## config.mk

```make
export PLATFORM = sky130hd
export DESIGN_NAME = imem_boot_loader_flat
export DESIGN_NICKNAME = d
export VERILOG_FILES = /design/src/rtl/imem_boot_loader_if.sv /design/src/rtl/imem_boot_loader.sv /design/src/flat_wrapper.sv
export SDC_FILE = /design/constraint.sdc
export NUM_CORES = 1
export LEC_CHECK = 0
export BUFFER_PORTS_ARGS = -buffer_cell sky130_fd_sc_hd__clkbuf_2
export CAP_MARGIN = 25
export CELL_PAD_IN_SITES_DETAIL_PLACEMENT = 2
export CELL_PAD_IN_SITES_GLOBAL_PLACEMENT = 2
export CORE_ASPECT_RATIO = 1.25
export CORE_UTILIZATION = 31
export CTS_BUF_LIST = sky130_fd_sc_hd__clkbuf_8
export DETAILED_ROUTE_END_ITERATION = 16
export PLACE_DENSITY = 0.74
export SYNTH_ARGS = -nofsm -noshare
export SYNTH_HDL_FRONTEND = slang
export SYNTH_SLANG_ARGS = --single-unit
```

## constraint.sdc

```tcl
create_clock -name clk -period 2 [get_ports clk]
set_input_delay 0.4 -clock clk [delete_from_list [all_inputs] [get_ports clk]]
set_output_delay 0.4 -clock clk [all_outputs]
set_load 0.02 [all_outputs]
```

## src/rtl/imem_boot_loader_if.sv

```systemverilog
// Load-port and instruction-memory write-port bundle for the boot loader.
// The master drives the byte stream in; the slave (loader) drives writes out.
interface imem_boot_loader_if #(
    parameter int ADDR_W = 4
);
    logic [7:0]        byte_in;
    logic              byte_valid;
    logic              byte_ready;
    logic              mem_we;
    logic [ADDR_W-1:0] mem_waddr;
    logic [31:0]       mem_wdata;

    modport master (
        output byte_in,
        output byte_valid,
        input  byte_ready,
        input  mem_we,
        input  mem_waddr,
        input  mem_wdata
    );

    modport slave (
        input  byte_in,
        input  byte_valid,
        output byte_ready,
        output mem_we,
        output mem_waddr,
        output mem_wdata
    );
endinterface

```

## src/rtl/imem_boot_loader.sv

```systemverilog
// Boot loader: byte stream -> little-endian words -> imem writes.
// Holds the core in reset until a checksum-verified image is in place.
module imem_boot_loader #(
    parameter int DEPTH  = 16,
    parameter int ADDR_W = 4
) (
    input  logic              clk,
    input  logic              rst_n,
    input  logic              start,
    imem_boot_loader_if.slave bus,
    output logic              core_rst_n,
    output logic              busy,
    output logic              done,
    output logic              error,
    output logic [ADDR_W:0]   words_loaded
);

    typedef enum logic [2:0] {
        IDLE,
        HEADER,
        LOAD,
        WRITE,
        CHECK,
        DONE,
        ERROR
    } state_t;

    localparam logic [7:0]    DEPTH_B = 8'(DEPTH);
    localparam logic [ADDR_W:0] WL_ONE = 1;

    state_t            state;
    state_t            state_nxt;
    logic              byte_ready;
    logic              mem_we;
    logic [ADDR_W-1:0] mem_waddr;
    logic [31:0]       mem_wdata;
    logic [ADDR_W:0]   n_words;
    logic [1:0]        byte_idx;
    logic [7:0]        csum;

    logic accept;
    logic launch;
    logic hdr_bad;
    logic last_word;

    assign bus.byte_ready = byte_ready;
    assign bus.mem_we     = mem_we;
    assign bus.mem_waddr  = mem_waddr;
    assign bus.mem_wdata  = mem_wdata;

    // byte_ready is a registered flag, so accept never loops back to it
    assign accept    = bus.byte_valid && byte_ready;
    assign launch    = start && (state == IDLE || state == DONE
                                 || state == ERROR);
    assign hdr_bad   = (bus.byte_in == 8'd0) || (bus.byte_in > DEPTH_B);
    assign last_word = (words_loaded + WL_ONE) == n_words;

    // Next-state selection
    always_comb begin
        state_nxt = state;
        unique case (state)
            IDLE:    if (launch) state_nxt = HEADER;
            HEADER:  if (accept) state_nxt = hdr_bad ? ERROR : LOAD;
            LOAD:    if (accept && byte_idx == 2'd3) state_nxt = WRITE;
            WRITE:   state_nxt = last_word ? CHECK : LOAD;
            CHECK:   if (accept)
                         state_nxt = (bus.byte_in == csum) ? DONE : ERROR;
            DONE:    if (launch) state_nxt = HEADER;
            ERROR:   if (launch) state_nxt = HEADER;
            default: state_nxt = IDLE;
        endcase
    end

    // State, registered status flags and word-assembly datapath
    always_ff @(posedge clk or negedge rst_n) begin
        if (!rst_n) begin
            state        <= IDLE;
            byte_ready   <= 1'b0;
            mem_we       <= 1'b0;
            busy         <= 1'b0;
            done         <= 1'b0;
            error        <= 1'b0;
            core_rst_n   <= 1'b0;
            mem_waddr    <= '0;
            mem_wdata    <= '0;
            words_loaded <= '0;
            n_words      <= '0;
            byte_idx     <= '0;
            csum         <= '0;
        end else begin
            state      <= state_nxt;
            byte_ready <= state_nxt inside {HEADER, LOAD, CHECK};
            mem_we     <= state_nxt == WRITE;
            busy       <= state_nxt inside {HEADER, LOAD, WRITE, CHECK};
            done       <= state_nxt == DONE;
            error      <= state_nxt == ERROR;
            core_rst_n <= state_nxt == DONE;

            if (launch) begin
                words_loaded <= '0;
                byte_idx     <= '0;
                mem_waddr    <= '0;
                csum         <= '0;
                n_words      <= '0;
            end

            if (state == HEADER && accept && !hdr_bad)
                n_words <= bus.byte_in[ADDR_W:0];

            if (state == LOAD && accept) begin
                mem_wdata[8*byte_idx +: 8] <= bus.byte_in;
                csum                       <= csum ^ bus.byte_in;
                byte_idx                   <= byte_idx + 2'd1;
            end

            if (state == WRITE) begin
                mem_waddr    <= mem_waddr + 1'b1;
                words_loaded <= words_loaded + WL_ONE;
                byte_idx     <= '0;
            end
        end
    end

endmodule
```

## src/flat_wrapper.sv

```systemverilog
// flat-port wrapper written by rule: the top's interface ports become plain ports
module imem_boot_loader_flat 
#(
    parameter int DEPTH  = 16,
    parameter int ADDR_W = 4
)
  (clk, rst_n, start, core_rst_n, busy, done, error, words_loaded, bus_byte_in, bus_byte_valid, bus_byte_ready, bus_mem_we, bus_mem_waddr, bus_mem_wdata);
  imem_boot_loader_if #(.ADDR_W(ADDR_W)) bus_i ();
  input  logic clk;
  input  logic rst_n;
  input  logic start;
  output logic core_rst_n;
  output logic busy;
  output logic done;
  output logic error;
  output logic [ADDR_W:0] words_loaded;
  input wire logic [$bits(bus_i.byte_in)-1:0] bus_byte_in;
  input wire logic [$bits(bus_i.byte_valid)-1:0] bus_byte_valid;
  output wire logic [$bits(bus_i.byte_ready)-1:0] bus_byte_ready;
  output wire logic [$bits(bus_i.mem_we)-1:0] bus_mem_we;
  output wire logic [$bits(bus_i.mem_waddr)-1:0] bus_mem_waddr;
  output wire logic [$bits(bus_i.mem_wdata)-1:0] bus_mem_wdata;
  assign bus_i.byte_in = bus_byte_in;
  assign bus_i.byte_valid = bus_byte_valid;
  assign bus_byte_ready = bus_i.byte_ready;
  assign bus_mem_we = bus_i.mem_we;
  assign bus_mem_waddr = bus_i.mem_waddr;
  assign bus_mem_wdata = bus_i.mem_wdata;
  imem_boot_loader #(.DEPTH(DEPTH), .ADDR_W(ADDR_W)) u_core (.clk(clk), .rst_n(rst_n), .start(start), .bus(bus_i), .core_rst_n(core_rst_n), .busy(busy), .done(done), .error(error), .words_loaded(words_loaded));
endmodule
```

==> metrics.txt, run 1 <==
Finished Core Util 0.4146; synthesized cell area roughly 3100 um^2; Tcrit/Tclk final 0.9681; clock buffer count from CTS 9; worst slew pin tran roughly 0.45 ns; Seq/Total Area, Yosys 0.5110; ys flop type dfrtp_1; share of cells above drive strength 1 0.2948; clk slew on worst S/H paths around 0.07 ns; root buffer cell clkbuf_8; nets around 440; setup TNS 0 ns; main combinational cell family by area after synthesis simple AND/OR/NAND/NOR gates; # placed instances 533; grt total ovfl 0; Synth Area in Simple Gates 0.2084; CP max FO 3; first-pass GRT wire length 15,210 um; proportion of synthesized area in mux cells 0.01796; H-tree levels 3; WP data arrival 2.17 ns; Post-synth EDFFs 0; WS Path Type flip-flop to flip-flop; Vert. Die Dim roughly 110 um; Finished Layout Cells 550; Final min period ~1.9 ns; antenna cells 0; clk_lat worst skew approximately 0.34 ns; Clk network pwr share 0.216; TritonCTS clock tree done; r2r setup slk 0.06 ns; Slew headroom 0.7008; syn nets between 300 and 400; vias in the first global route approximately 3,000; FF+latch count, synth 64; Highest Clock Rate a little over 500 MHz; Final Hold Viols 0; combinational share of power 0.426; maximum VDD drop ~570 uV; status finished clean; DRT Pass-1 Iters 4; Synth top area share 0.5110; Design Power approximately 5.3 mW; initial antenna violation count 0; Seq pwr share 0.359; Unique masters post-synth 40; Setup violations, final 0; PortBufs 58; DRT iter0 DRCs 67; Post-Place Worst Slack -0.2475 ns; static leakage about 1.9 nW; Synth Area in Adders 0.02794; Clock Skew just under 0.009 ns; Async S/R FF share, synth 1.000; switch share 0.4092; ANT nets after route 0; R2R Path End u_core.error$_DFF_PN0_; xor/xnor share of the synthesized area 0.06068; Initial Util 0.3228; core area approximately 10000 um^2; fillers 1,122; synth top area cells dfrtp_1 51%, nand2_1 12%, o21ai_1 5.9%, xnor2_1 3.9%, o21ai_0 3.0%; Post-Route WL a little over 9000 um; Power Dens Cells ~1300 nW/um^2; Cell Int Power between 3 and 4 mW; largest net degree at the start of global routing 65; Worst Setup Start Kind flip-flop; CTS Buffer Depth 2; WL/cell between 15 and 20 um; syn_area_per_cell ~9 um^2; Synth Area in Compound Gates 0.1353; All-Layer GR Usage 0.1897; commonest non-fill, non-tap cell in the layout nand2_1; placed inst area approximately 3700 um^2; # rows 40; Layout area overhead 28.42%; drt drc 0; RSZ-0062 raised after global routing yes; Die ar. 10,520 um^2; hold crit path type input pin to async pin; Synth area leader dfrtp_1; Max Transition Viols Final 0; max cap viols 0; Syn Inst Count roughly 340; Req. time, crit path about 2.2 ns; switching power 2.152 mW; R2R depth 8; Die W approximately 92 um; crit end category flip-flop; Sink Count 64; WHS 0.07498 ns; final instance area approximately 4000 um^2; GPL Wtd Cong between 0.7 and 0.8; fin worst setup slack roughly 0.064 ns; commonest non-fill, non-tap cells in the layout 95 x nand2_1, 61 x dfrtp_1, 58 x clkbuf_2; Worst R2R Start u_core.words_loaded[0]$_DFFE_PN0P_; # IOs just under 60; Final HPWL DP ~6500 um; Vias between 2,000 and 3,000; Synth Warn # 0; drt via density 4.916
-- worst max-delay path, cell delays in order, from the launching register on --
cell,delay [ns]
dfrtp_2,0.39
ha_4,0.13
and3_4,0.17
xor3_1,0.26
nor4_4,0.28
buf_4,0.19
o221ai_4,0.11
and2_4,0.16
and3_4,0.14
-- layout make-up --
type / count / area, um^2 / area share
multi-input combinational: 251 / 1509 / 0.3749
timing repair buffer: 87 / 533.0 / 0.1324
tap: 126 / 157.7 / 0.03917
clock inverter: 6 / 60.06 / 0.01492
inverter: 6 / 22.52 / 0.005595
sequential: 64 / 1605 / 0.3988
clock buffer: 10 / 137.6 / 0.03419
-- routing by layer --
layer | GRT usage | up-vias | routed length [um]
met5 | 0 | - | 0
met4 | 0.05000 | 0 | 114
met3 | 0.03586 | 9 | 255
met2 | 0.3423 | 49 | 4788
met1 | 0.2308 | 1356 | 3991
li1 | - | 1290 | -
-- cell usage after synthesis (5+ instances only) --
master	number
nor2b_1	8
o21ai_0	19
buf_4	5
ha_1	7
clkbuf_1	11
xor2_1	5
xnor2_1	14
nor2_1	10
dfrtp_1	64
inv_1	6
nand3_1	6
nand2_1	99
o21ai_1	37
mux2_1	5
nand2b_1	5
-- how the worst max path moves through the flow --
stage | from | end | slack, ns | cells after the start
5_1_grt | u_core.state[0]$_DFF_PN0_ | u_core.csum[1]$_DFFE_PN0P_ | -0.01 | 7
3_3_place_gp | bus_byte_in[0] | u_core.busy$_DFF_PN0_ | -0.17 | 7
6_report | u_core.words_loaded[0]$_DFFE_PN0P_ | u_core.error$_DFF_PN0_ | 0.06 | 8
3_5_place_dp | bus_byte_in[0] | u_core.busy$_DFF_PN0_ | -0.25 | 7
4_1_cts | u_core.words_loaded[0]$_DFFE_PN0P_ | u_core.error$_DFF_PN0_ | 0.02 | 8
2_1_floorplan | u_core.words_loaded[0]$_DFFE_PN0P_ | u_core.error$_DFF_PN0_ | -0.06 | 7
-- flip-flops by register name (all words and copies together) (netlist names) --
register	count
u_core.bus.byte_ready	1
u_core.busy	1
u_core.core_rst_n	1
u_core.n_words	5
u_core.words_loaded	5
u_core.bus.mem_wdata	32
u_core.bus.mem_waddr	4
u_core.error	1
u_core.bus.mem_we	1
u_core.csum	8
u_core.state	3
u_core.byte_idx	2
-- kinds of logic after synthesis --
logic type | Yosys count
mux | 5
simple gates | 146
flops | 64
buf+inv | 26
fa+ha+maj | 7
xor+xnor | 20
compound gates | 73
-- timing repair --
item	in CTS	in global routing
endpoints found under the hold margin	0	0
pin swaps	4	0
gates resized for setup	2	12
hold buffers	0	0
setup buffers	1	0
setup endpoints to repair	3	30
-- power groups by stage --
stage	Sequential (mW)	Clock, mW	Combinational (mW)
2_1_floorplan	1.99	0	1.26
3_3_place_gp	1.88	0	2.02
3_5_place_dp	1.90	0	2.14
4_1_cts	1.88	1.17	2.21
5_1_grt	1.93	1.22	2.50
6_report	1.89	1.13	2.24
Power figures use the tool's default switching activity.
==> inputs of run 2 (changes only) <==
- PLACE_DENSITY: 0.74 -> 0.85
==> metrics.txt, run 2 (same netlist as run 1, synthesis figures left out) <==
status finished clean; Die ar. 10,520 um^2 (unchanged); Req. time, crit path 2.25 ns (about the same); maximum VDD drop 485.2 uV (-15%); initial antenna violation count 0 (unchanged); worst slew pin tran 0.4809 ns (+0.03377 ns); Final HPWL DP 6660 um (+2.0%); critical-path cell list ha_4 > and3_4 > xor3_2 > nor4_4 > buf_4 > o221ai_4 > and2_4 > and3_4; Power Dens Cells 1280 nW/um^2 (-2.1%); Tcrit/Tclk final 0.9897 (+0.02164); drt drc 0 (unchanged); Max Transition Viols Final 0 (unchanged); r2r setup slk 0.02 ns (-0.04 ns); hold buffer count at CTS 0 (unchanged); TritonCTS clock tree done; CTS Buffer Depth 2 (unchanged); clk slew on worst S/H paths 0.07 ns (about the same); Top reg by flops u_core.bus.mem_wdata; crit end category flip-flop; Worst R2R Start u_core.words_loaded[0]$_DFFE_PN0P_; Post-Place Worst Slack -0.2321 ns (+0.01537 ns); fillers 1,085 (-3.3%); Setup violations, final 0 (unchanged); vias in the first global route 2,972 (+0.51%); WP data arrival 2.23 ns (+0.06 ns); core area 9709 um^2 (unchanged); commonest non-fill, non-tap cell in the layout nand2_1; Final min period 1.979 ns (+0.04328 ns); Finished Core Util 0.4093 (-0.005284); Finished Layout Cells 547 (-0.55%); Slew headroom 0.6786 (-0.02219); DRT Pass-1 Iters 4 (unchanged); largest net degree at the start of global routing 65 (unchanged); Die W 91.94 um (unchanged); Design Power 5.086 mW (-3.3%); commonest non-fill, non-tap cells in the layout 98 x nand2_1, 62 x dfrtp_1, 58 x clkbuf_2; cell mode on critical path and3_4; Clock Skew 0.008478 ns (-0.0003561 ns); Layout area overhead 26.79%; Vias 2,744 (+1.5%); max cap viols 0 (unchanged); biggest regs u_core.bus.mem_wdata: 32 flops, u_core.csum: 8 flops; # IOs 59 (unchanged); Highest Clock Rate 505.2 MHz (-2.2%); first-pass GRT wire length 15,170 um (-0.32%); clk_lat worst skew 0.35 ns (about the same); All-Layer GR Usage 0.1907 (+0.001060); Post-Route WL 9581 um (+4.7%); nets 435 (-0.68%); grt total ovfl 0 (unchanged); share of cells above drive strength 1 0.2898 (-0.005025); Sink Count 64 (unchanged); Initial Util 0.3228 (unchanged); crit-path max cell delay 0.39 ns (about the same); clock buffer count from CTS 9 (unchanged); # placed instances 530 (-0.56%); WHS 0.06052 ns (-0.01446 ns); Final Hold Viols 0 (unchanged); crit path max-delay cell type dfrtp_2; PortBufs 58 (unchanged); DRT iter0 DRCs 78 (+16%); Vert. Die Dim 114.4 um (unchanged); WL/cell 17.52 um (+5.3%); RSZ-0062 raised after global routing yes; Worst Setup Start Kind flip-flop; root buffer cell clkbuf_8; fin worst setup slack 0.02050 ns (-0.04328 ns); CP Launch Point u_core.words_loaded[0]$_DFFE_PN0P_; hold crit path type input pin to async pin; H-tree levels 3 (unchanged); # rows 40 (unchanged); drt via density 5.016 (+2.0%); CP max FO 3 (unchanged); ANT nets after route 0 (unchanged); GPL Wtd Cong 0.7475 (-5.5%); WS Path Type flip-flop to flip-flop; antenna cells 0 (unchanged); static leakage 1.861 nW (-1.4%); max FFs per register 32 (unchanged)
run 2: changes by cell type in the layout (fill, tap and decap cells not counted), moves of 2 or more:
cell	change
nand2_1	+3
xnor2_1	-2
nand2_2	-3
clkinv_2	+2
buf_4	-2
xnor2_2	+2
run 2: report_power, final:
part           internal, mW  switching, mW  total [mW]
clock                 0.437          0.526       0.963
sequential             1.58          0.313        1.90
combinational         0.900           1.33        2.23
total                  2.92           2.17        5.09
run 2: worst paths after layout:
kind,end,depth (start not counted)
worst min-delay path,u_core.bus.mem_wdata[26]$_DFFE_PN0P_,2
max in group asynchronous,u_core.words_loaded[0]$_DFFE_PN0P_,2
worst min register to register,u_core.bus.mem_wdata[31]$_DFFE_PN0P_,2
min in group clk,u_core.bus.mem_wdata[31]$_DFFE_PN0P_,2
worst max register to register,u_core.error$_DFF_PN0_,8
worst max-delay path,u_core.error$_DFF_PN0_,8
run 2: area by class of cell:
type | instances | area (um^2) | area share
Sequential cell | 64 | 1604 | 0.4037
Multi-Input combinational cell | 251 | 1528 | 0.3844
Timing Repair Buffer | 84 | 498.0 | 0.1253
Tap cell | 126 | 157.7 | 0.03967
Clock buffer | 9 | 123.9 | 0.03117
Clock inverter | 7 | 40.04 | 0.01008
Inverter | 6 | 22.52 | 0.005668
run 2: timing repair:
action                     4_1_cts  5_1_grt
setup endpoints to repair        3       18
buffers inserted                 1        1
pin swaps                        3        1
resized for setup                2       14
run 2: through the flow:
step | cell area, um^2 | setup TNS, ns
after floorplan | 3177 | -0.1101
after global placement | 3715 | -0.9013
after detailed placement | 3715 | -1.805
after CTS | 3894 | 0
after global routing | 3974 | -0.3339
final | 3974 | 0
run 2: worst max-delay path: cells and delay by family, from the launching register on:
family	cells	cell delay [ns]
xor gates and xnor gates	1	0.29
DFF	1	0.39
buffers and inverters	1	0.19
AOI/OAI and AO/OA	1	0.10
adders and majority gates	1	0.14
and+or+nand+nor	4	0.76
run 2: routing by layer:
layer	routed length (um)	vias to the layer above	track usage
met5	0	-	0
met4	161	0	0.07083
met3	306	10	0.04582
met2	4974	60	0.3353
met1	4139	1388	0.2250
li1	-	1286	-
